File: src/rtl/frame_swap_ctrl.sv
// Double-buffer page scheduler between the frame builder (writer) and the vector display (reader).
// Optional draw watchdog enabled by defining FRAME_SWAP_WATCHDOG_EN.
module frame_swap_ctrl #(
  parameter int ADDRESSWIDTH   = 16,
  parameter int PAGE_DEPTH     = 500,
  parameter int TIMEOUT_CYCLES = 100000
) (
  input  logic                    clk,
  input  logic                    rst,
  output logic                    build_start,
  input  logic                    build_done,
  input  logic [ADDRESSWIDTH-1:0] build_len,
  output logic                    go,
  input  logic                    halt,
  output logic [ADDRESSWIDTH-1:0] wr_base,
  output logic [ADDRESSWIDTH-1:0] rd_base,
  output logic [ADDRESSWIDTH-1:0] front_len,
  output logic [15:0]             frame_cnt,
  output logic                    overrun,
  output logic                    draw_timeout
);

  // state   | meaning
  // S_INIT  | first cycle after reset: kick off the first build
  // S_FIRST | waiting for the first non-empty frame, nothing on screen yet
  // S_RUN   | display draws front page while builder fills back page
  // S_SWAP  | exchange pages, publish new front length, count the frame
  typedef enum logic [1:0] {S_INIT, S_FIRST, S_RUN, S_SWAP} state_t;

  localparam logic [ADDRESSWIDTH-1:0] PAGE1_BASE = ADDRESSWIDTH'(PAGE_DEPTH);
  localparam logic [ADDRESSWIDTH-1:0] PAGE0_BASE = '0;

  if (TIMEOUT_CYCLES < 2) begin : g_bad_timeout
    $error("frame_swap_ctrl: TIMEOUT_CYCLES must be at least 2");
  end

  state_t                  state;
  logic                    back_sel;
  logic                    build_busy;
  logic                    draw_busy;
  logic                    rebuild_pend;
  logic [ADDRESSWIDTH-1:0] len_lat;

  logic wd_hit;
  logic halt_ok;
  logic done_ok;
  logic len_zero;
  logic draw_busy_nx;
  logic build_busy_nx;

`ifdef FRAME_SWAP_WATCHDOG_EN
  localparam int                WD_W     = $clog2(TIMEOUT_CYCLES);
  localparam logic [WD_W-1:0]   WD_LIMIT = WD_W'(TIMEOUT_CYCLES - 1);
  logic [WD_W-1:0] wd_cnt;
  assign wd_hit = (state == S_RUN) && draw_busy && (wd_cnt == WD_LIMIT);
`else
  assign wd_hit = 1'b0;
`endif

  // A watchdog expiry stands in for halt; a zero-length build keeps the builder busy.
  assign halt_ok       = (halt | wd_hit) & draw_busy;
  assign done_ok       = build_done & build_busy;
  assign len_zero      = (build_len == '0);
  assign draw_busy_nx  = draw_busy & ~halt_ok;
  assign build_busy_nx = build_busy & ~(done_ok & ~len_zero);

  always_ff @(posedge clk or negedge rst) begin
    if (!rst) begin
      state        <= S_INIT;
      back_sel     <= 1'b0;
      wr_base      <= PAGE0_BASE;
      rd_base      <= PAGE1_BASE;
      front_len    <= '0;
      frame_cnt    <= '0;
      go           <= 1'b0;
      build_start  <= 1'b0;
      overrun      <= 1'b0;
      draw_timeout <= 1'b0;
      build_busy   <= 1'b0;
      draw_busy    <= 1'b0;
      rebuild_pend <= 1'b0;
      len_lat      <= '0;
`ifdef FRAME_SWAP_WATCHDOG_EN
      wd_cnt       <= '0;
`endif
    end else begin
      go          <= 1'b0;
      build_start <= 1'b0;
      // A re-request colliding with a live build_start pulse is held one cycle.
      if (rebuild_pend && !build_start) begin
        build_start  <= 1'b1;
        rebuild_pend <= 1'b0;
      end

      case (state)
        S_INIT: begin
          build_start <= 1'b1;
          build_busy  <= 1'b1;
          state       <= S_FIRST;
        end

        S_FIRST: begin
          if (done_ok) begin
            if (len_zero) begin
              if (build_start) rebuild_pend <= 1'b1;
              else             build_start  <= 1'b1;
            end else begin
              len_lat    <= build_len;
              build_busy <= 1'b0;
              state      <= S_SWAP;
            end
          end
        end

        S_RUN: begin
          draw_busy  <= draw_busy_nx;
          build_busy <= build_busy_nx;
`ifdef FRAME_SWAP_WATCHDOG_EN
          if (draw_busy && !wd_hit) wd_cnt <= wd_cnt + 1'b1;
`endif
          if (wd_hit && !halt) draw_timeout <= 1'b1;
          if (done_ok) begin
            if (len_zero) begin
              if (build_start) rebuild_pend <= 1'b1;
              else             build_start  <= 1'b1;
            end else begin
              len_lat <= build_len;
            end
          end
          if (!draw_busy_nx && !build_busy_nx) begin
            state <= S_SWAP;
          end else if (!draw_busy_nx && !go) begin
            // Builder still busy: show the same front page again.
            go        <= 1'b1;
            draw_busy <= 1'b1;
`ifdef FRAME_SWAP_WATCHDOG_EN
            wd_cnt    <= '0;
`endif
          end
        end

        S_SWAP: begin
          back_sel    <= ~back_sel;
          wr_base     <= back_sel ? PAGE0_BASE : PAGE1_BASE;
          rd_base     <= back_sel ? PAGE1_BASE : PAGE0_BASE;
          front_len   <= (len_lat > PAGE1_BASE) ? PAGE1_BASE : len_lat;
          if (len_lat > PAGE1_BASE) overrun <= 1'b1;
          frame_cnt   <= frame_cnt + 16'd1;
          go          <= 1'b1;
          build_start <= 1'b1;
          draw_busy   <= 1'b1;
          build_busy  <= 1'b1;
          state       <= S_RUN;
`ifdef FRAME_SWAP_WATCHDOG_EN
          wd_cnt      <= '0;
`endif
        end

        default: state <= S_INIT;
      endcase
    end
  end

endmodule
File: config.mk
export PLATFORM = sky130hd
export DESIGN_NAME = frame_swap_ctrl
export DESIGN_NICKNAME = d
export VERILOG_FILES = /design/src/rtl/frame_swap_ctrl.sv
export SDC_FILE = /design/constraint.sdc
export NUM_CORES = 1
export LEC_CHECK = 0
export CORE_UTILIZATION = 35
export CTS_CLUSTER_DIAMETER = 100
export DETAILED_ROUTE_END_ITERATION = 12
export GPL_TIMING_DRIVEN = 0
export PLACE_DENSITY_LB_ADDON = 0.12
export SKIP_LAST_GASP = 1
export SLEW_MARGIN = 10
export SYNTH_ARGS = -nofsm -noshare
export SYNTH_HDL_FRONTEND = slang
export SYNTH_SLANG_ARGS = --single-unit
File: constraint.sdc
create_clock -name clk -period 2.4 [get_ports clk]
set_input_delay 0.24 -clock clk [delete_from_list [all_inputs] [get_ports clk]]
set_output_delay 0.24 -clock clk [all_outputs]
set_load 0.02 [all_outputs]
==> metrics.md, run 1 <==
| Metric | Value |
|---|---|
| RSZ-0062 raised after global routing | `no` |
| All-Layer GR Usage | `14.2%` |
| Crit path DAT | `1.62 ns` |
| Worst-margin pin slew | `0.745 ns` |
| Max_slew headroom | `50.4%` |
| DRC viols | `0` |
| Initial antenna violation count | `0` |
| DPL Wire Length | `3740 µm` |
| Largest net degree at the start of global routing | `59` |
| Cells after synthesis | `226` |
| H-Tree Depth | `3` |
| Starting Density | `36.8%` |
| First-pass GRT wire length | `8910 µm` |
| Clk Tree Root Cell | `clkbuf_8` |
| Buffers added on ports | `66` |
| Final worst path period need | `1.86 ns` |
| Final hold vios | `0` |
| Worst Path Class, Setup | `flip-flop to output port` |
| Die X | `90.0 µm` |
| Num CTS Buffers | `9` |
| Vias per cell | `4.34` |
| Hold_ws | `0.467 ns` |
| Register Area | `1450 µm²` |
| Worst-path cell chain | `buf_4 -> clkdlybuf4s50_1` |
| Skew-Pair Late Insertion Delay | `0.33 ns` |
| PwrDens | `1160 nW/µm²` |
| Filler cell count | `700` |
| R2R depth | `6` |
| Total wire length | `5230 µm` |
| Achievable clock frequency | `538 MHz` |
| Leak Pwr | `1.75 nW` |
| Clk buf depth | `2` |
| IO Count | `88` |
| Worst-path fanout max | `7` |
| Total number of vias | `1858` |
| Wire length per cell | `12.2 µm` |
| Unique cell type count in the Yosys netlist | `36` |
| Post-route setup TNS | `0 ns` |
| Status | `finished, final reports clean` |
| Core Rows | `31` |
| Drt pass-1 iters | `4` |
| # setup viols final | `0` |
| Post-layout util | `52.0%` |
| Hold Buf Count CTS | `1` |
| Final nets | `350` |
| Most frequent cells in the layout | `clkdlybuf4s50_1 (65), dfrtp_1 (57), buf_4 (33), conb_1 (21), nand2_1 (12)` |
| Slowest stage delay, CP | `0.59 ns` |
| Iter 0 DRT Violations | `31` |
| Post-cts gate resize count | `0` |
| VDD IR-drop max | `0.490 mV` |
| RePlAce Congestion | `0.691` |
| Clock skew | `0.00756 ns` |
| Max-cap violations | `0` |
| Period utilization | `77.4%` |
| Die Y | `90.0 µm` |
| Synth Cell Area | `2710 µm²` |
| Area of the multi-input gates | `1040 µm²` |
| Pre-CTS setup slack | `0.231 ns` |
| Total Power | `0.00446 W` |
| Vias in the first global route | `1832` |
| Ant. Diodes | `0` |
| Startpoint types | `flip-flop` |
| Hold path depth | `1` |
| Post-CTS setup buffers | `0` |
| Total grt overflow | `0` |
| Synth Register Bits | `58` |
| Worst hold path type | `flip-flop to flip-flop` |
| Final Worst Setup Slack | `0.541 ns` |
| Final ANT Viol Nets | `0` |
| Yosys warnings | `0` |
| Area Overhead vs Synth | `41.3%` |
| Register area share after synthesis | `53.6%` |
| Die ar. | `8100 µm²` |
| Core area | `7370 µm²` |
| CP Capture Type | `output port` |
| Worst path required time | `2.16 ns` |
| Commonest non-fill, non-tap cell in the layout | `clkdlybuf4s50_1` |
| Fraction of layout cells with a size suffix above 1 | `22.8%` |
| Avg Synthesized Cell Area | `12.0 µm²` |
| Slowest cell on the critical path | `clkdlybuf4s50_1` |
| CTS sink count | `58` |
| CTS tree | `built` |
| Slew Limit Fails | `0` |
| Reg clk slew, reported paths | `0.06 ns` |
## critical path: cells and delay by family, from the launching register on
family | cells | cell delay, ns
buf+inv | 2 | 0.71
flops | 1 | 0.58
## path summary, 6_finish.rpt
path / from / endpoint / slack, ns
worst max-delay path: rd_base[7] / rd_base[5] / 0.54
worst max register to register: state[0] / len_lat[8] / 0.55
max in group asynchronous: rst / overrun / 1.39
worst min-delay path: overrun / overrun / 0.47
worst min register to register: overrun / overrun / 0.47
min in group asynchronous: rst / wr_base[7] / 0.50
## routing by layer
layer	vias to the layer above	part of all wire [%]	routed length, µm	GRT usage, %
met3	6	6.9	361	5.16
met4	0	1.3	68	5.65
met2	62	45	2340	21.7
met5	-	0	0	0
met1	877	47	2460	18.2
li1	913	-	-	-
## report_power, final
part | internal [W] | switching [W] | total (W)
sequential | 0.00129 | 0.000264 | 0.00155
combinational | 0.000978 | 0.000807 | 0.00178
clock | 0.000743 | 0.000379 | 0.00112
## layout make-up
cell class	count	area share, %
Clock inverter	5	2.61
Clock buffer	11	3.95
Timing Repair Buffer	67	17.4
Inverter	5	0.490
Sequential cell	58	37.9
Multi-Input combinational cell	147	27.2
Tap cell	99	3.23
Buffer	36	7.12
## cells in the mapped netlist
library cell	instances	share of area [%]
dfrtp_1	57	53
buf_4	32	8.9
nand2_1	12	1.7
mux2_2	11	4.6
nand3_1	11	2.0
mux2_4	10	5.5
nor2_1	10	1.4
xnor2_1	10	3.2
nor2b_1	7	1.6
ha_1	6	2.8
mux2i_1	6	2.2
nor4_1	6	1.4
xor2_1	6	1.9
inv_1	5	0.69
a21oi_1	4	0.74
o21ai_0	4	0.74
and2_1	3	0.69
nand4_1	3	0.69
nor3_1	3	0.55
and3_1	2	0.46
buf_1	2	0.28
nand2b_1	2	0.46
a211oi_1	1	0.28
a31oi_1	1	0.23
and4_4	1	0.42
buf_12	1	0.74
buf_2	1	0.18
conb_1	1	0.14
dfstp_2	1	0.97
nor2_4	1	0.42
o211ai_1	1	0.28
o21a_1	1	0.28
o21ai_1	1	0.18
o21bai_1	1	0.28
o22ai_1	1	0.23
o31ai_1	1	0.28
## kinds of logic after synthesis
group | count (synthesis) | synth area share [%]
muxes | 27 | 12.3
and+or+nand+nor | 61 | 11.8
DFF | 58 | 53.6
AOI/OAI and AO/OA | 16 | 3.51
other | 1 | 0.138
xor gates and xnor gates | 16 | 5.17
adders and majority gates | 6 | 2.77
buffers and inverters | 41 | 10.8
## stage by stage
step                      std cells  cell area (µm²)
after global routing            428             3830
final                           428             3830
after detailed placement        411             3570
after floorplan                 246             2790
after CTS                       428             3830
after global placement          411             3570
## state kept, by name, indices dropped and copies added, names as in the netlist
name	count
build_busy	1
build_start	1
draw_busy	1
frame_cnt	16
front_len	16
go	1
len_lat	16
overrun	1
rd_base	1
rebuild_pend	1
state	2
wr_base	1
No activity file was read; power rests on OpenSTA's default activity.
==> inputs of run 2 (changes only) <==
Clock period 2.4 ns to 1.9 ns, I/O delays scaled along.
==> metrics.md, run 2 (synthesis results as in run 1) <==
| Metric | Value |
|---|---|
| Startpoint types | `flip-flop` |
| Largest registers | `frame_cnt (16), front_len (16), len_lat (16)` |
| Worst hold path type | `input pin to asynchronous set/reset pin` |
| DRC viols | `0 (unchanged)` |
| First-pass GRT wire length | `8910 µm (unchanged)` |
| Leak Pwr | `1.76 nW (+0.59%)` |
| Final ANT Viol Nets | `0 (unchanged)` |
| R2R Setup Slk | `0.12 ns (-0.43 ns)` |
| # setup viols final | `0 (unchanged)` |
| Total wire length | `5210 µm (-0.52%)` |
| Die ar. | `8100 µm² (unchanged)` |
| Achievable clock frequency | `553 MHz` |
| Slew Limit Fails | `0 (unchanged)` |
| Filler cell count | `692 (-1.1%)` |
| Clk buf depth | `2 (unchanged)` |
| VDD IR-drop max | `0.706 mV (+44%)` |
| Max_slew headroom | `50.3% (about the same)` |
| Drt pass-1 iters | `4 (unchanged)` |
| Area Overhead vs Synth | `42.5%` |
| Fraction of layout cells with a size suffix above 1 | `23.9% (+1.1 points)` |
| Period utilization | `95.2%` |
| Vias per cell | `4.28 (-1.3%)` |
| CTS tree | `built` |
| Most frequent cells in the layout | `clkdlybuf4s50_1 (65), dfrtp_1 (57), buf_4 (33), conb_1 (21), nand2_1 (12)` |
| Wire length per cell | `12.1 µm (-0.75%)` |
| Buffers added on ports | `66 (unchanged)` |
| Core area | `7370 µm² (unchanged)` |
| Final hold vios | `0 (unchanged)` |
| DPL Wire Length | `3740 µm (unchanged)` |
| Iter 0 DRT Violations | `36 (+16%)` |
| Crit path DAT | `1.62 ns (about the same)` |
| Final nets | `351 (+0.29%)` |
| Largest net degree at the start of global routing | `59 (unchanged)` |
| CTS sink count | `58 (unchanged)` |
| Ant. Diodes | `0 (unchanged)` |
| Commonest non-fill, non-tap cell in the layout | `clkdlybuf4s50_1` |
| DP Area | `3570 µm² (unchanged)` |
| Final Cell Area | `3860 µm² (+0.85%)` |
| Clock skew | `0.00772 ns (+0.000163 ns)` |
| Post-route setup TNS | `0 ns (unchanged)` |
| Max-cap violations | `0 (unchanged)` |
| All-Layer GR Usage | `14.2% (unchanged)` |
| RSZ-0062 raised after global routing | `no` |
| Total number of vias | `1838 (-1.1%)` |
| Register Area | `1450 µm² (unchanged)` |
| Total grt overflow | `0 (unchanged)` |
| Worst-margin pin slew | `0.745 ns (+0.000387 ns)` |
| Num CTS Buffers | `9 (unchanged)` |
| H-Tree Depth | `3 (unchanged)` |
| Status | `finished, final reports clean` |
| Reg clk slew, reported paths | `0.06 ns (about the same)` |
| Vias in the first global route | `1832 (unchanged)` |
| RePlAce Congestion | `0.691 (unchanged)` |
| Die X | `90.0 µm (unchanged)` |
| CP Capture Type | `output port` |
| Worst path required time | `1.71 ns (-0.45 ns)` |
| Die Y | `90.0 µm (unchanged)` |
| Clk Tree Root Cell | `clkbuf_8` |
| Crit Reg-Reg Startpoint | `state[0]` |
| Initial antenna violation count | `0 (unchanged)` |
| Final worst path period need | `1.81 ns` |
| Skew-Pair Late Insertion Delay | `0.33 ns (about the same)` |
| Hold_ws | `0.452 ns (-0.0145 ns)` |
| IO Count | `88 (unchanged)` |
| Area of the multi-input gates | `1050 µm² (+1.1%)` |
| Core Rows | `31 (unchanged)` |
| CP startpoint | `rd_base[7]` |
| PwrDens | `1470 nW/µm² (+26%)` |
| Worst-path fanout max | `7 (unchanged)` |
| Worst Path Class, Setup | `flip-flop to output port` |
| Starting Density | `36.8% (unchanged)` |
-- run 2: cell types whose count changed in the layout (fill, tap and decap cells not counted), sizes merged --
cell,change
clkbuf,+1
-- run 2: per-stage QoR --
step	setup slack [ns]	util (%)	cells	total power, W
6_report	0.0916	52.4	429	0.00566
5_1_grt	0.0199	52.4	429	0.00602
4_1_cts	0.0414	52.0	428	0.00571
3_5_place_dp	-0.219	48.4	411	0.00426
3_3_place_gp	-1.28	48.5	411	0.00422
2_1_floorplan	0.241	-	246	0.00340
-- run 2: final timing paths --
kind	cells after the start	to
min reg2reg	1	overrun
max reg2reg	6	len_lat[8]
min in group clk	1	overrun
max	2	rd_base[5]
min	2	wr_base[7]
max in group asynchronous	2	overrun
-- run 2: per-layer routing --
metal  wire length [µm]  global-route usage (%)
met1               2430                    18.2
met3                372                    5.16
met4                 68                    5.65
met2               2340                    21.7
met5                  0                       0
-- run 2: layout make-up --
class                           instances  area share [%]
Clock buffer                           11            3.92
Buffer                                 36            7.09
Sequential cell                        58            37.6
Timing Repair Buffer                   68            17.8
Tap cell                               99            3.21
Multi-Input combinational cell        147            27.3
Clock inverter                          5            2.59
Inverter                                5           0.486
-- run 2: critical path, cell delays in order, from the launching register on --
cell and delay [ns]:
dfstp_2 0.58, buf_4 0.12, clkdlybuf4s50_1 0.59
-- run 2: timing repair --
item | CTS | global route
gates resized for setup | 0 | 3
hold buffers | 1 | 0
buffers inserted | 0 | 1
endpoints found under the setup margin | 0 | 16
hold endpoints to repair | 57 | 0
-- run 2: where the power goes --
part           internal (W)  leakage, nW  switching [W]
Clock              0.000938        0.129       0.000479
Combinational       0.00126        0.925        0.00103
Sequential          0.00163        0.705       0.000332
Total               0.00383         1.76        0.00184
